[src/rtl/neuai_key_debounce.sv]
// 4-key debouncer: 2-flop sync, per-key stability counter, press/release pulses, key_valid/key_code one clk after a press.
// Latency DEBOUNCE_CYCLES+2 clks, no backpressure; `define KEY_REPEAT_EN adds per-key auto-repeat while held.
module neuai_key_debounce #(
   parameter int DEBOUNCE_CYCLES = 240000,
   parameter int REPEAT_DELAY    = 6000000,
   parameter int REPEAT_PERIOD   = 1200000
) (
   input  logic       clk,
   input  logic       rst,
   input  logic [3:0] key,
   output logic [3:0] key_level,
   output logic [3:0] key_press,
   output logic [3:0] key_release,
   output logic       key_valid,
   output logic [1:0] key_code
);

   localparam int DW = (DEBOUNCE_CYCLES > 2) ? $clog2(DEBOUNCE_CYCLES) : 1;
   localparam logic [DW-1:0] DB_LAST = DW'(DEBOUNCE_CYCLES - 1);

   logic [3:0]    sync1;
   logic [3:0]    sync2;
   logic [DW-1:0] db_cnt [4];
   logic [3:0]    differ;
   logic [3:0]    accept;
   logic [3:0]    press_nxt;
   logic [3:0]    release_nxt;
   logic [3:0]    rep_hit;
   logic [1:0]    low_idx;

   always_comb begin
      differ = sync2 ^ key_level;
      accept = '0;
      for (int i = 0; i < 4; i++) begin
         accept[i] = differ[i] && (db_cnt[i] == DB_LAST);
      end
      press_nxt   = (accept & ~sync2) | rep_hit;
      release_nxt = accept & sync2;
   end

   // lowest pulsing index wins; simultaneous higher presses are not queued
   always_comb begin
      low_idx = '0;
      for (int i = 3; i >= 0; i--) begin
         if (key_press[i]) low_idx = 2'(i);
      end
   end

   always_ff @(posedge clk or negedge rst) begin
      if (!rst) begin
         sync1       <= '1;
         sync2       <= '1;
         key_level   <= '1;
         key_press   <= '0;
         key_release <= '0;
         key_valid   <= 1'b0;
         key_code    <= '0;
         for (int i = 0; i < 4; i++) db_cnt[i] <= '0;
      end else begin
         sync1 <= key;
         sync2 <= sync1;
         for (int i = 0; i < 4; i++) begin
            if (accept[i]) begin
               key_level[i] <= sync2[i];
               db_cnt[i]    <= '0;
            end else if (differ[i]) begin
               db_cnt[i] <= db_cnt[i] + DW'(1);
            end else begin
               db_cnt[i] <= '0;
            end
         end
         key_press   <= press_nxt;
         key_release <= release_nxt;
         key_valid   <= |key_press;
         if (|key_press) key_code <= low_idx;
      end
   end

`ifdef KEY_REPEAT_EN
   localparam int HMAX = (REPEAT_DELAY > REPEAT_PERIOD) ? REPEAT_DELAY : REPEAT_PERIOD;
   localparam int HW   = (HMAX > 2) ? $clog2(HMAX) : 1;
   localparam logic [HW-1:0] DELAY_LAST  = HW'(REPEAT_DELAY - 1);
   localparam logic [HW-1:0] PERIOD_LAST = HW'(REPEAT_PERIOD - 1);

   logic [HW-1:0] hold_cnt [4];
   logic [3:0]    rep_on;

   // a release edge suppresses any repeat that would land on it
   always_comb begin
      rep_hit = '0;
      for (int i = 0; i < 4; i++) begin
         rep_hit[i] = !key_level[i] && !accept[i] &&
                      (hold_cnt[i] == (rep_on[i] ? PERIOD_LAST : DELAY_LAST));
      end
   end

   always_ff @(posedge clk or negedge rst) begin
      if (!rst) begin
         rep_on <= '0;
         for (int i = 0; i < 4; i++) hold_cnt[i] <= '0;
      end else begin
         for (int i = 0; i < 4; i++) begin
            if (key_level[i] || accept[i]) begin
               hold_cnt[i] <= '0;
               rep_on[i]   <= 1'b0;
            end else if (rep_hit[i]) begin
               hold_cnt[i] <= '0;
               rep_on[i]   <= 1'b1;
            end else begin
               hold_cnt[i] <= hold_cnt[i] + HW'(1);
            end
         end
      end
   end
`else
   localparam int repeat_unused = REPEAT_DELAY + REPEAT_PERIOD;
   assign rep_hit = '0;
`endif

endmodule

[config.mk]
export PLATFORM = sky130hd
export DESIGN_NAME = neuai_key_debounce
export DESIGN_NICKNAME = d
export VERILOG_FILES = /design/src/rtl/neuai_key_debounce.sv
export SDC_FILE = /design/constraint.sdc
export NUM_CORES = 1
export LEC_CHECK = 0
export ABC_AREA = 0
export BUFFER_PORTS_ARGS = -buffer_cell sky130_fd_sc_hd__buf_4
export CORE_ASPECT_RATIO = 0.6
export CORE_MARGIN = 1
export CORE_UTILIZATION = 35
export CTS_CLUSTER_SIZE = 10
export DETAILED_ROUTE_END_ITERATION = 10
export PLACE_DENSITY = 0.48
export RECOVER_POWER = 100
export SYNTH_ARGS = -nofsm -noshare
export SYNTH_HDL_FRONTEND = slang
export SYNTH_SLANG_ARGS = --single-unit
[constraint.sdc]
create_clock -name clk -period 4 [get_ports clk]
set_clock_uncertainty 0.05 [all_clocks]
set_input_delay 0.2 -clock clk [delete_from_list [all_inputs] [get_ports clk]]
set_output_delay 0.2 -clock clk [all_outputs]
set_load 0.02 [all_outputs]
==> reports/qor.csv <==
metric,value,unit
gp_congestion,0.824,
drv_cap,2,
vias,2996,
synth_fa_ha_area_share,1.16,%
async_reset_ff_share,100,%
worstPathArrival,3.11,ns
cts_sinks,95,
finalSetupTns,0,ns
final_cells,609,
wl_per_cell,13.7,um
slew_violations,86,
status,"finished, violations left",
synth-compound-area-share,3.00,%
hold_path_class,reg -> reg,
placed_cells,588,
grt_max_degree,68,
max_freq,332,MHz
grt.total_usage,14.6,%
grt_pass1_vias,2989,
synth-main-ff-cell,dfrtp_1,
worst_slew_pin_slew,1.88,ns
drive_above_1_share,8.46,%
hold_viol_final,0,
hpwl,5750,um
io_pins,21,
cts_buffer_depth,2,
worst-setup-path-type,reg -> reg,
ys_top_cells_by_area,"dfrtp_1, xnor2_1, dfstp_2",
worstSkewPairLatency,0.34,ns
grt_pass1_wl,14600,um
whs_path_depth,0,
post-route-period-util,75.4,%
antenna_found_initial,0,
cts_root_buf,clkbuf_16,
netlist_area,4300,um2
clk_pin_slew,0.07,ns
grt_overflow,0,
reg2reg_from,db_cnt[27]$_DFF_PN0_,
ff2ff_path_depth,3,
die_w,145,um
power.total,1930,uW
post-route-drc-count,0,
postCtsSetupRepairBufs,0,
die_area,12800,um2
first_pass_iters,5,
ys_seq_area_share,55.6,%
crit_fanout,17,
syn_to_final_growth,14.2,%
synthSimpleGateAreaFrac,25.3,%
initial_core_util,37.0,%
core_area,11600,um2
crit_path_start_kind,flip-flop,
synth-xor-area-share,12.6,%
p_per_area,392,nW/um2
cts_tree,built,
synth_nets,420,
ys_ff_latch,95,
wl,8370,um
post_dp_cell_area,4640,um2
ant_nets,0,
p_leak,0.00194,uW
synth_area_per_cell,10.5,um2
synth_top_family_by_area,simple AND/OR/NAND/NOR gates,
cpPeakStageDelay,1.50,ns
synthMuxAreaShare,0.494,%
hp-start,sync1[3]$_DFF_PN1_,
ctsHtreeMaxLevel,3,
vias_per_cell,4.92,
slew_headroom,-26.2,%
synth.distinct_cells,38,
peakVddDrop,0.205,mV
die_h,87.9,um
grt_setup_unrepaired,false,
cp-end-kind,flip-flop,
min_to,sync2[3]$_DFF_PN1_,
numCtsBuffers,9,
ff2ff_setup_slack,0.98,ns
synth_top_area_share,48.3,%
nets,454,
min_period,3.02,ns
synthCells,410,
finalSetupViolCount,0,
violations,"max-capacitance violations, max-slew violations",
required,4.10,ns
drt_iter0_markers,219,
row_count,30,
io_buffers,20,
cpMaxStageDelayCell,o31ai_1,
finalInstanceArea,4910,um2
fin_hold_ws,0.306,ns
antennaDiodeCount,0,
synth_top_area_cell,dfrtp_1,
synth.most_common_cell,dfrtp_1,
ys_top_cells_by_count,"dfrtp_1, nor2_1, xnor2_1",
synth_edf_count,0,
path_cells,"or4b_2, o31ai_1, nor2_1",
r2r-end,db_cnt[27]$_DFF_PN0_,
yosysWarnings,0,
-- cell families after synthesis --
| group | count (synthesis) |
|---|---|
| AND/OR/NAND/NOR | 212 |
| flip-flops | 95 |
| XOR/XNOR | 62 |
| buffers and inverters | 18 |
| AO/OA/AOI/OAI | 17 |
| adder cells (fa/ha/maj) | 4 |
| multiplexers | 2 |
-- sequential cells by signal, summed over array words and instances, names as in the netlist --
name         count
sync1            4
key_level        4
key_press        4
db_cnt          72
sync2            4
key_code         2
key_valid        1
key_release      4
-- where the power goes --
part / switching, uW / internal (uW) / leakage (uW) / total [uW]
Clock: 374 / 505 / 0.000153 / 879
Sequential: 12.4 / 978 / 0.00128 / 990
Combinational: 40.1 / 18.8 / 0.000512 / 58.9
Total: 427 / 1500 / 0.00194 / 1930
-- repair_timing --
action	4_1_cts	5_1_grt
hold endpoints to repair	58	0
gates resized for setup	0	0
hold buffers	5	0
-- layout by cell type (no fill, tap or decap), types with 3 or more instances in the layout --
cell type	n
ha_1	4
o31ai_1	4
nor2_1	80
xnor2_1	49
nor4_1	20
dfrtp_1	83
clkbuf_1	13
dlygate4sd3_1	5
and3_1	8
clkbuf_4	4
nand2b_1	3
buf_4	5
o21bai_1	3
dfstp_1	4
inv_1	13
nand3_1	32
or4_1	4
xor2_1	13
dfstp_2	8
a21oi_1	6
nor4b_1	6
nand4_1	22
clkbuf_16	9
nor3_1	16
nand2_1	13
-- metal layers --
layer  global-route usage (%)  up-vias  wire length (um)  share of wire (%)
met1                     21.4     1444              4710                 56
met5                        0        -                 0                  0
li1                         -     1498                 -                  -
met3                     3.96       16               267                3.2
met2                     20.5       38              3270                 39
met4                     5.17        0               122                1.5
-- final cells by class --
type / instances / area [um2]
Multi-Input combinational cell: 297 / 1800
Clock inverter: 6 / 66.3
Tap cell: 160 / 200
Sequential cell: 95 / 2390
Fill cell: 1140 / 6720
Clock buffer: 10 / 239
Timing Repair Buffer: 28 / 171
Inverter: 13 / 48.8
-- critical path: cells and delay by family, from the launching register on --
family / cells / cell delay, ns
simple gates: 2 / 0.85
compound gates: 1 / 1.50
flops: 1 / 0.42
-- worst max-delay path by stage --
stage	start	end	slack (ns)
2_1_floorplan	db_cnt[61]$_DFF_PN0_	db_cnt[63]$_DFF_PN0_	1.97
3_3_place_gp	db_cnt[27]$_DFF_PN0_	db_cnt[21]$_DFF_PN0_	1.58
3_5_place_dp	db_cnt[27]$_DFF_PN0_	db_cnt[27]$_DFF_PN0_	1.55
4_1_cts	db_cnt[27]$_DFF_PN0_	db_cnt[27]$_DFF_PN0_	1.53
5_1_grt	db_cnt[27]$_DFF_PN0_	db_cnt[23]$_DFF_PN0_	0.69
6_report	db_cnt[27]$_DFF_PN0_	db_cnt[27]$_DFF_PN0_	0.98
-- metrics by stage --
| step | setup slack (ns) | utilization, % |
|---|---|---|
| floorplan | 1.97 | - |
| global placement | 1.58 | 39.9 |
| detailed placement | 1.55 | 39.9 |
| CTS | 1.53 | 43.0 |
| global route | 0.693 | 42.2 |
| finish | 0.985 | 42.2 |
No activity file was read; power rests on OpenSTA's default activity.
